[src/rtl/imem_arb_pkg.sv]
// Shared types and constants for the instruction-memory fetch arbiter.
package imem_arb_pkg;

  typedef enum logic [1:0] {
    IDLE = 2'd0,
    WAIT = 2'd1,
    RESP = 2'd2
  } state_t;

  localparam int REQ_IF  = 0;
  localparam int REQ_DBG = 1;
  localparam int N_REQ   = 2;

endpackage

[src/rtl/rr_arbiter2.sv]
// Combinational two-way round-robin grant: rr_ptr breaks the tie when both request.
module rr_arbiter2
  import imem_arb_pkg::*;
(
  input  logic [N_REQ-1:0] req_valid,
  input  logic             rr_ptr,
  output logic [N_REQ-1:0] grant,
  output logic             winner,
  output logic             any_req
);

  always_comb begin
    any_req = |req_valid;
    if (req_valid == 2'b11) begin
      winner = rr_ptr;
    end else begin
      winner = req_valid[REQ_DBG];
    end
    grant = any_req ? (N_REQ'(1) << winner) : '0;
  end

endmodule

[src/rtl/imem_fetch_arbiter.sv]
// Shares the read-only instruction memory port between the IF fetch unit and the debug port,
// sequencing ENABLE/ADDRESS, waiting for DATA_READY and bounding each access with a timeout.
module imem_fetch_arbiter
  import imem_arb_pkg::*;
#(
  parameter int WORD_SIZE    = 32,
  parameter int ADDRESS_SIZE = 16,
  parameter int TIMEOUT      = 8
) (
  input  logic                    clk,
  input  logic                    rst,
  input  logic [N_REQ-1:0]        req_valid,
  input  logic [ADDRESS_SIZE-1:0] req_addr0,
  input  logic [ADDRESS_SIZE-1:0] req_addr1,
  output logic [N_REQ-1:0]        req_ready,
  output logic [N_REQ-1:0]        rsp_valid,
  output logic [WORD_SIZE-1:0]    rsp_data,
  output logic                    rsp_err,
  input  logic                    flush,
  output logic                    mem_enable,
  output logic [ADDRESS_SIZE-1:0] mem_address,
  input  logic                    mem_data_ready,
  input  logic [WORD_SIZE-1:0]    mem_data,
  output logic                    busy
);

  localparam int CNT_W = (TIMEOUT > 2) ? $clog2(TIMEOUT) : 1;

  state_t                  state_reg;
  state_t                  state_next;
  logic                    rr_ptr_reg;
  logic                    owner_reg;
  logic                    cancel_reg;
  logic [CNT_W-1:0]        cnt_reg;
  logic [ADDRESS_SIZE-1:0] addr_reg;
  logic [WORD_SIZE-1:0]    rsp_data_reg;
  logic                    rsp_err_reg;

  logic [N_REQ-1:0] grant;
  logic             winner;
  logic             any_req;
  logic             data_ok;
  logic             timeout_hit;
  logic             kill;

  rr_arbiter2 u_rr (
    .req_valid (req_valid),
    .rr_ptr    (rr_ptr_reg),
    .grant     (grant),
    .winner    (winner),
    .any_req   (any_req)
  );

  // A ready seen in the first WAIT cycle may be left over from the previous access.
  assign data_ok     = (cnt_reg != '0) && mem_data_ready;
  assign timeout_hit = (cnt_reg == CNT_W'(TIMEOUT - 1));
  assign kill        = flush && (owner_reg == 1'(REQ_IF));

  always_ff @(posedge clk or negedge rst) begin
    if (!rst) begin
      state_reg <= IDLE;
    end else begin
      state_reg <= state_next;
    end
  end

  always_comb begin
    state_next = state_reg;
    case (state_reg)
      IDLE:    if (any_req) state_next = WAIT;
      WAIT:    if (data_ok || timeout_hit) state_next = RESP;
      RESP:    state_next = IDLE;
      default: state_next = IDLE;
    endcase
  end

  always_comb begin
    mem_enable  = 1'b0;
    mem_address = '0;
    req_ready   = '0;
    rsp_valid   = '0;
    case (state_reg)
      IDLE: req_ready = grant;
      WAIT: begin
        mem_enable  = 1'b1;
        mem_address = addr_reg;
      end
      RESP: if (!(cancel_reg || kill)) rsp_valid = N_REQ'(1) << owner_reg;
      default: ;
    endcase
  end

  always_ff @(posedge clk or negedge rst) begin
    if (!rst) begin
      rr_ptr_reg   <= 1'b0;
      owner_reg    <= 1'b0;
      cancel_reg   <= 1'b0;
      cnt_reg      <= '0;
      addr_reg     <= '0;
      rsp_data_reg <= '0;
      rsp_err_reg  <= 1'b0;
    end else begin
      case (state_reg)
        IDLE: begin
          if (any_req) begin
            addr_reg   <= winner ? req_addr1 : req_addr0;
            owner_reg  <= winner;
            cnt_reg    <= '0;
            cancel_reg <= 1'b0;
          end
        end
        WAIT: begin
          cnt_reg <= cnt_reg + CNT_W'(1);
          if (kill) cancel_reg <= 1'b1;
          if (data_ok) begin
            rsp_data_reg <= mem_data;
            rsp_err_reg  <= 1'b0;
          end else if (timeout_hit) begin
            rsp_data_reg <= '0;
            rsp_err_reg  <= !(cancel_reg || kill);
          end
        end
        RESP: begin
          if (kill) cancel_reg <= 1'b1;
          rr_ptr_reg <= ~owner_reg;
        end
        default: ;
      endcase
    end
  end

  assign rsp_data = rsp_data_reg;
  assign rsp_err  = rsp_err_reg;
  assign busy     = (state_reg != IDLE);

endmodule
[config.mk]
export PLATFORM = sky130hd
export DESIGN_NAME = imem_fetch_arbiter
export DESIGN_NICKNAME = d
export VERILOG_FILES = /design/src/rtl/imem_arb_pkg.sv /design/src/rtl/rr_arbiter2.sv /design/src/rtl/imem_fetch_arbiter.sv
export SDC_FILE = /design/constraint.sdc
export NUM_CORES = 1
export LEC_CHECK = 0
export ABC_AREA = 0
export BUFFER_PORTS_ARGS = -buffer_cell sky130_fd_sc_hd__buf_2
export CORE_ASPECT_RATIO = 1.25
export CORE_MARGIN = 2
export CORE_UTILIZATION = 42
export CTS_CLUSTER_SIZE = 40
export DETAILED_ROUTE_END_ITERATION = 8
export GPL_ROUTABILITY_DRIVEN = 0
export PLACE_DENSITY_LB_ADDON = 0.1
export SYNTH_ARGS = -nofsm -noshare
export SYNTH_HDL_FRONTEND = slang
export SYNTH_SLANG_ARGS = --single-unit
[constraint.sdc]
create_clock -name clk -period 1.6 [get_ports clk]
set_input_delay 0.08 -clock clk [delete_from_list [all_inputs] [get_ports clk]]
set_output_delay 0.08 -clock clk [all_outputs]
set_load 0.05 [all_outputs]
Yosys cells after proc, flatten, opt, wreduce, memory -nomap -nowiden
Index checks and enable logic that the tools add are counted.
{"block": "totals", "reg_bits": 57, "latch_bits": 0, "ram_bits": 0, "mem_bits_ro": 0, "input_bits": 70, "output_inout_bits": 55, "wordCells": 57, "n_memories": 0}
{"block": "op_classes", "n_addsub": 1, "mul": 0, "n_div": 0, "magnitude_cmp": 0, "eq_ne": 7, "shifts": 2, "mux": 20, "bitwise": 1, "reduce_logical": 18}
{"cell": "2-to-1 mux 32 bit", "n": 2}
{"cell": "2-to-1 mux 16 bit", "n": 2}
{"cell": "2-to-1 mux 2 bit", "n": 6}
{"cell": "AND reduction 2 bit", "n": 4}
{"cell": "nonzero test 2 bit", "n": 4}
{"cell": "2-to-1 mux 1 bit", "n": 6}
{"cell": "one-hot mux 3 bit (2 select lines)", "n": 1}
{"cell": "== test 2 bit, second input constant", "n": 2}
{"cell": "!= test 2 bit, second input constant", "n": 2}
{"cell": "one-hot mux 2 bit (2 select lines)", "n": 1}
{"cell": "OR reduction 2 bit", "n": 2}
{"cell": "left shift 1 x 1 -> 2 bit, first input constant", "n": 2}
{"cell": "adder 3 x 1 -> 3 bit, second input constant", "n": 1}
{"cell": "== test 3 bit, second input constant", "n": 1}
{"cell": "2-to-1 mux 3 bit", "n": 1}
{"cell": "AND reduction 3 bit", "n": 1}
{"cell": "nonzero test 3 bit", "n": 1}
{"cell": "== test 2 x 1 -> 1 bit, second input constant", "n": 1}
{"cell": "logical AND 1 bit", "n": 2}
{"cell": "logical NOT 2 bit", "n": 1}
{"cell": "logical OR 1 bit", "n": 2}
{"cell": "!= test 2 x 1 -> 1 bit, second input constant", "n": 1}
{"cell": "one-hot mux 1 bit (2 select lines)", "n": 1}
{"cell": "logical NOT 1 bit", "n": 1}
{"cell": "NOT 1 bit", "n": 1}

Longest topological paths before layout
Gate-level depths: netlist (run 1).
{"block": "logic_depth", "ltp_word": 6, "mapped_depth": 7}

Hierarchy
From an unflattened synthesis (run 1), not the netlist that was laid out.
{"block": "unflattened", "cells_unflattened": 224, "area_unflattened_um2": 2641.3}
{"module": "imem_fetch_arbiter", "instances": 1, "cells_each": 219, "area_per_inst_um2": 2608.8}
{"module": "rr_arbiter2", "instances": 1, "cells_each": 5, "area_per_inst_um2": 32.5}

Worst setup path before layout (run 1)
OpenSTA, ideal clock, no wires.
{"block": "synth_path", "path_kind": "register -> output", "start": "reg state_reg[0]", "end": "out rsp_valid[0]", "arrival_ns": 2.272, "required_ns": 1.520, "path_slack_ns": -0.752, "stages_incl_launch_ff": 4, "path_buffers": 0, "path_cell_list": "dfrtp_1 inv_1 ha_1 nor4b_1"}
{"block": "synth_via", "elab_chain_len": 2}
{"element": "start, declared", "line": "imem_fetch_arbiter.sv:29", "rtl": "state_t state_reg;"}
{"element": "start signal, assigned", "line": "imem_fetch_arbiter.sv:63", "rtl": "state_reg <= state_next;"}
{"element": "== test 2 bit", "line": "imem_fetch_arbiter.sv:82", "rtl": "case (state_reg)"}
{"element": "2-to-1 mux 2 bit", "line": "imem_fetch_arbiter.sv:82"}
{"element": "end, declared", "line": "imem_fetch_arbiter.sv:16", "rtl": "output logic [N_REQ-1:0] rsp_valid,"}
Every way passes these cells.

Final worst setup path (run 1)
{"block": "layout_path", "start": "reg cnt_reg[0]", "end": "reg rsp_err_reg (netlist: rsp_err)"}
{"block": "layout_via", "elab_chain_len": 4, "word_cells_on_any_way": 6, "cone_classes": "eq/ne (1); mux (1); reduce/logical (4)"}
{"element": "start, declared", "line": "imem_fetch_arbiter.sv:34", "rtl": "logic [CNT_W-1:0] cnt_reg;"}
{"element": "start signal, assigned", "line": "imem_fetch_arbiter.sv:113", "rtl": "cnt_reg <= cnt_reg + CNT_W'(1);"}
{"element": "nonzero test 3 bit", "line": "imem_fetch_arbiter.sv:55", "rtl": "assign data_ok = (cnt_reg != '0) && mem_data_ready;"}
{"element": "logical AND 1 bit", "line": "imem_fetch_arbiter.sv:55"}
{"element": "nonzero test 2 bit (no line)"}
{"element": "AND reduction 2 bit (no line)"}
{"element": "end signal, assigned", "line": "imem_fetch_arbiter.sv:120", "rtl": "rsp_err_reg <= !(cancel_reg || kill);"}
{"element": "end, declared", "line": "imem_fetch_arbiter.sv:37", "rtl": "logic rsp_err_reg;"}
Several ways; a longest one is shown, not always the timed one.
A chain may end at the register's enable or synchronous reset.

==> results by group, run 1 <==
Run status
  – Status: finished clean

Timing
  – Slew margin rel.: 75.2%
  – Total negative slack: 0 ns
  – Tcrit/Tclk final: 97.0%
  – Worst Skew: 0.00567 ns
  – RSZ-0062 raised after global routing: yes
  – Highest Clock Rate: 645 MHz
  – Hold_ws: 0.0224 ns
  – Final setup margin: 0.0487 ns
  – Crit path time final: 1.55 ns
  – Final setup viols: 0
  – Slew @ Worst Pin: 0.370 ns
  – Final hold viol count: 0
  – Max-slew violation count: 0

Floorplan
  – IO Count: 125
  – Core Area: 0.00609 mm²
  – Die Y: 92.0 µm
  – Horiz. Die Dim: 74.4 µm
  – Die footprint: 0.00685 mm²
  – Row count: 32
  – Initial core utilization: 42.8%

Route
  – DRT antenna net count: 0
  – Drt drc: 0
  – Wire per inst: 14.4 µm
  – Initial DRT Pass Iterations: 4
  – Total number of vias: 2,526
  – 1st-iter DRT viols: 75
  – Total length of routed wires: 7350 µm
  – Vias per cell: 4.96

Yosys
  – Mux share of post-synthesis cell area: 0.817%
  – Syn Nets: 308
  – Leading area contributor after synthesis: dfrtp_1
  – FFs w/ async S/R, synth: 100%
  – Main flop type after synthesis: dfrtp_1
  – Synth Area in Adders: 2.88%
  – Count leader, synth: dfrtp_1
  – Compound-Gate Fraction of Synth Area: 24.7%
  – Top post-synthesis cells by count: dfrtp_1 (57), a22o_1 (32), and2_1 (23), a21oi_1 (15)
  – Synth warn: 0
  – Simple-gate area share of the yosys netlist: 12.2%
  – Avg Inst Size Synth: 11.2 µm²
  – Synth Area in XOR/XNOR: 0.337%
  – Gate Count Post-Synth: 232
  – Post-synth cell types: 37
  – Largest cells by area after synthesis: dfrtp_1 (55%), a22o_1 (11%), and2_1 (5.5%)
  – Main combinational cell family by area after synthesis: compound AO/OA/AOI/OAI gates
  – Share of the synthesized area in the top cell type: 54.8%
  – Sequential share of the synthesized area: 54.8%
  – Synth Register Bits: 57
  – Cell Area, Synth: 0.00260 mm²
  – Number of synthesized flops with an enable pin: 0

Clock tree
  – Root buf cell: clkbuf_8
  – CTS buffer count: 9
  – CTS tree: done
  – Clock sink total: 57
  – Latest clock arrival within the worst-skew pair: 0.32 ns
  – CTS max path bufs: 2
  – H-Tree Depth: 3
  – CTS clk-pin slew, worst paths: 0.06 ns

Worst hold path
  – HP Start: req_addr0[0]
  – Worst Hold End: addr_reg[0]
  – Hold Crit Depth: 3
  – Worst min-delay path category: in2reg

Critical path
  – Arr. time, crit path: 1.75 ns
  – Worst reg2reg path depth: 5
  – Worst-path fanout max: 4
  – CP Class: reg2reg
  – CP endpoint kind: flip-flop
  – Crit path launch type: flip-flop
  – RR Endpoint: rsp_err
  – R2r setup slk: 0.05 ns
  – Worst r2r src: cnt_reg[0]
  – WP data required: 1.80 ns

Power
  – Static leakage: 2.12 nW
  – VDD IR max: 0.00132 V
  – PD cells: 2250 mW/mm²

Job
  – Max Cap Violations: 0

Global route
  – GRT Residual Overflow: 0
  – Vias in the first global route: 2,600
  – Largest net degree at the start of global routing: 58
  – Overall routing resource usage: 21.8%
  – Initial antenna violation count: 0
  – First-pass GRT wire length: 11,400 µm

Cells and area
  – Fillers: 431
  – Final net count: 496
  – Largest register FFs: 32
  – Post-Layout Inst Area: 0.00436 mm²
  – Post-layout util: 71.6%
  – N_diodes: 0
  – Sequential Area: 0.00143 mm²
  – Area of the multi-input gates: 0.00117 mm²
  – P&R area growth vs syn: 67.5%
  – Share of cells above drive strength 1: 44.1%

Placed design
  – Post-place instance area: 0.00346 mm²
  – Input/output buffers: 124
  – Pre-CTS WS: -0.0310 ns
  – Hpwl dp: 4430 µm
==> power by group <==
part	internal, mW	switching, mW
logic	2.30	3.77
registers	2.13	0.378
clock network	0.703	0.515
==> stage by stage <==
| step | std cells | total power, mW |
|---|---|---|
| after floorplan | 232 | 6.64 |
| after global placement | 440 | 7.88 |
| after detailed placement | 440 | 7.94 |
| after CTS | 507 | 9.64 |
| after global routing | 509 | 10.4 |
| final | 509 | 9.79 |
==> area by class of cell <==
type / count / share of cell area [%]
Clock buffer: 11 / 3.01
Inverter: 7 / 0.603
Timing Repair Buffer: 195 / 33.4
Tap cell: 85 / 2.44
Multi-Input combinational cell: 150 / 26.8
Clock inverter: 4 / 1.03
Sequential cell: 57 / 32.7
==> cells by family after synthesis <==
logic type | count (synthesis)
XOR/XNOR | 1
multiplexers | 2
adder cells (fa/ha/maj) | 6
flip-flops | 57
AND/OR/NAND/NOR | 54
AO/OA/AOI/OAI | 87
buffers and inverters | 25
==> worst max-delay path by stage <==
stage               slack, ns  cells after the start    startpoint               to
floorplan               -0.30                      6  state_reg[0]     addr_reg[10]
global placement        0.009                      6    cnt_reg[0]      rsp_data[7]
detailed placement      -0.03                      6    cnt_reg[0]     rsp_data[15]
CTS                    0.0002                      5  state_reg[1]  mem_address[13]
global route           -0.006                      6    cnt_reg[0]     rsp_data[15]
finish                   0.05                      5    cnt_reg[0]          rsp_err
==> critical path: stages (launching register included) <==
cell and delay, ns:
dfrtp_1 0.39, ha_1 0.21, ha_2 0.19, o21a_1 0.18
o21ai_2 0.10, mux2_2 0.36
==> routing by layer <==
metal	GRT usage, %	wire [µm]	vias to the layer above
met4	10.3	185	0
li1	-	-	1217
met3	4.84	418	16
met5	0	0	-
met2	37.2	3680	112
met1	25.1	3060	1181
==> what timing repair did <==
action,4_1_cts,5_1_grt
buffers inserted,1,2
endpoints found under the setup margin,40,46
gates cloned,0,0
hold buffers,51,0
endpoints found under the hold margin,101,0
resized for setup,37,16
==> layout by cell type, fill, tap and decap left out, types with 2 or more instances in the layout <==
cell,netlist,final
buf_6,0,21
buf_12,0,4
a221o_1,6,6
inv_1,7,5
ha_4,0,3
dlygate4sd3_1,0,51
ha_1,6,2
nor2_1,13,13
a31oi_1,10,10
nand2_1,5,5
nand2b_1,2,2
o21ai_0,13,13
clkinv_2,0,3
clkbuf_1,6,2
buf_2,10,105
o21a_1,3,3
and2_1,23,7
a22o_1,32,32
nand3_1,2,2
buf_4,1,14
a21oi_1,15,15
inv_2,0,2
o221ai_1,2,2
dfrtp_1,57,57
and2_4,0,16
clkbuf_8,0,9
(Power assumes the default switching activity.)
==> inputs of run 2 (changes only) <==
--- a/config.mk
+++ b/config.mk
@@ -7,9 +7,11 @@
 export LEC_CHECK = 0
 export ABC_AREA = 0
 export BUFFER_PORTS_ARGS = -buffer_cell sky130_fd_sc_hd__buf_2
+export CELL_PAD_IN_SITES_DETAIL_PLACEMENT = 1
+export CELL_PAD_IN_SITES_GLOBAL_PLACEMENT = 1
 export CORE_ASPECT_RATIO = 1.25
 export CORE_MARGIN = 2
-export CORE_UTILIZATION = 42
+export CORE_UTILIZATION = 31
 export CTS_CLUSTER_SIZE = 40
 export DETAILED_ROUTE_END_ITERATION = 8
 export GPL_ROUTABILITY_DRIVEN = 0
==> run 2 against run 1 <==
Net effect: the flow now finishes with violations (negative setup slack); via count up 7.8%; first-iteration DRC count down 20%; sequential share of layout area down 2.4 points; utilization down 14 points; critical path depth unchanged; register-to-register slack worse by 0.05 ns; global-route usage down 1.2 points.
==> results by group, run 2 (same netlist as run 1, synthesis figures left out) <==
Run status
  – Status: finished, violations left
  – Failing checks: negative setup slack

Placed design
  – Cells after DPL: 454 (+3.2%)
  – Pre-CTS WS: -0.0443 ns (-0.0133 ns)
  – Input/output buffers: 124 (unchanged)
  – Hpwl dp: 5460 µm (+23%)

Floorplan
  – Row count: 37 (+16%)
  – Die Y: 106 µm (+16%)
  – Die footprint: 0.00915 mm² (+34%)
  – Horiz. Die Dim: 86.0 µm (+16%)
  – IO Count: 125 (unchanged)
  – Core Area: 0.00819 mm² (+35%)
  – Initial core utilization: 31.8% (-11 points)

Route
  – Initial DRT Pass Iterations: 4 (unchanged)
  – DRT antenna net count: 0 (unchanged)
  – Total number of vias: 2,724 (+7.8%)
  – DR WL met3: 427 µm (+2.2%)
  – Top routing layer used: met4
  – Met1 wire length: 3930 µm (+28%)
  – Wire per inst: 17.7 µm (+22%)
  – 1st-iter DRT viols: 60 (-20%)
  – Drt drc: 0 (unchanged)
  – Total length of routed wires: 9550 µm (+30%)
  – Metal2 WL: 5030 µm (+37%)
  – Vias per cell: 5.04 (+1.5%)

Cells and area
  – N_diodes: 0 (unchanged)
  – Final net count: 515 (+3.8%)
  – Sequential Area: 0.00143 mm² (unchanged)
  – Most common cell after layout, fill and taps aside: buf_2
  – Largest register FFs: 32 (unchanged)
  – P&R area growth vs syn: 80.7%
  – Fillers: 881 (+100%)
  – Share of cells above drive strength 1: 46.8% (+2.7 points)
  – Area of the multi-input gates: 0.00122 mm² (+4.5%)
  – Most frequent cells in the layout: buf_2 (104), dfrtp_1 (57), dlygate4sd3_1 (55)
  – Non-Filler Instances: 541 (+6.3%)

Critical path
  – Slowest library cell on the worst path: dfrtp_1
  – Worst reg2reg path depth: 7 (+2)
  – Max incr delay on CP: 0.42 ns (+0.03 ns)
  – Crit path launch type: flip-flop
  – WP data required: 1.52 ns (-0.28 ns)
  – Cell mode on critical path: buf_6
  – RR Endpoint: rsp_data[27]
  – R2r setup slk: 0 ns (-0.05 ns)
  – Worst path cell trace: buf_6 > ha_4 > buf_12 > and2_4 > buf_6
  – CP endpoint kind: output pin
  – CP Class: reg2out
  – Worst r2r src: state_reg[1]
  – Arr. time, crit path: 1.53 ns (-0.22 ns)
  – Worst-path fanout max: 12 (+8)

Timing
  – Final setup margin: -0.00826 ns (-0.0569 ns)
  – Final setup viols: 13 (+13)
  – Highest Clock Rate: 622 MHz (-3.5%)
  – Tcrit/Tclk final: 101% (+3.6 points)
  – Slew @ Worst Pin: 0.400 ns (+0.0300 ns)
  – Final hold viol count: 0 (unchanged)
  – Max-slew violation count: 0 (unchanged)
  – Slew margin rel.: 73.3% (-1.9 points)
  – Worst Skew: 0.00638 ns (+0.000714 ns)
  – RSZ-0062 raised after global routing: yes
  – Hold_ws: 0.0528 ns (+0.0304 ns)
  – Crit path time final: 1.61 ns (+0.0569 ns)

Power
  – PD cells: 2320 mW/mm² (+3.5%)
  – VDD IR max: 0.00103 V (-22%)
  – Static leakage: 2.26 nW (+6.6%)

Global route
  – First-pass GRT wire length: 14,800 µm (+29%)
  – Overall routing resource usage: 20.6% (-1.2 points)
  – Initial antenna violation count: 0 (unchanged)
  – GRT Residual Overflow: 0 (unchanged)
  – Vias in the first global route: 2,921 (+12%)
  – Largest net degree at the start of global routing: 58 (unchanged)

Clock tree
  – H-Tree Depth: 3 (unchanged)
  – Latest clock arrival within the worst-skew pair: 0.34 ns (+0.02 ns)
  – CTS max path bufs: 2 (unchanged)
  – Root buf cell: clkbuf_8
  – CTS buffer count: 9 (unchanged)
  – Clock sink total: 57 (unchanged)
  – CTS clk-pin slew, worst paths: 0.07 ns (about the same)
  – CTS tree: done

Worst hold path
  – Hold Crit Depth: 3 (unchanged)
  – HP Start: req_addr1[7]
  – Worst min-delay path category: in2reg
  – Worst Hold End: addr_reg[7]

Job
  – Max Cap Violations: 0 (unchanged)
[run 2: worst max-delay path by stage]
stage                 start              to  slack, ns  cells past startpoint
3_5_place_dp     cnt_reg[0]    rsp_data[29]      -0.04                      6
5_1_grt        state_reg[1]  mem_address[0]      -0.06                      5
4_1_cts          cnt_reg[0]         rsp_err      -0.02                      5
6_report       state_reg[0]  mem_address[0]     -0.008                      5
2_1_floorplan  state_reg[0]    addr_reg[10]      -0.30                      6
3_3_place_gp   state_reg[0]    req_ready[0]      0.003                      5
[run 2: metal layers]
layer / GRT usage [%] / vias up
li1: - / 1260
met1: 25.5 / 1354
met2: 34.6 / 95
met3: 3.65 / 15
met4: 9.30 / 0
met5: 0 / -
[run 2: layout make-up]
type | instances | area share, %
clock buffer | 11 | 3.01
tap | 97 | 2.58
sequential | 57 | 30.3
clock inverter | 5 | 2.18
timing repair buffer | 213 | 35.4
inverter | 7 | 0.612
multi-input combinational | 151 | 25.9
[run 2: where the power goes]
group / internal, mW / leakage [nW] / total (mW) / switching, mW
Sequential: 2.13 / 0.696 / 2.55 / 0.420
Clock: 1.08 / 0.120 / 1.70 / 0.627
Combinational: 2.66 / 1.45 / 6.68 / 4.02
Total: 5.86 / 2.26 / 10.9 / 5.06
[run 2: worst max-delay path: cells and delay by family, from the launching register on]
family                   cells  cell delay, ns
buffers and inverters        3            0.43
flip-flops                   1            0.42
AND/OR/NAND/NOR              1            0.14
adder cells (fa/ha/maj)      1            0.18
[run 2: stage by stage]
stage               cell area (µm²)  power [mW]  setup TNS (ns)  util [%]
floorplan                      2650        6.64           -8.01         -
global placement               3500        8.03               0      42.7
detailed placement             3500        8.12          -0.683      42.7
CTS                            4540        10.6         -0.0385      55.4
global route                   4700        11.5           -1.63      57.4
finish                         4700        10.9         -0.0489      57.4
[run 2: what timing repair did]
| item | CTS | global route |
|---|---|---|
| hold buffers | 55 | 0 |
| gates resized for setup | 53 | 24 |
| endpoints found under the hold margin | 105 | 0 |
| gates cloned | 1 | 5 |
| buffers inserted | 4 | 6 |
| pin swaps | 0 | 25 |
| setup endpoints to repair | 43 | 55 |
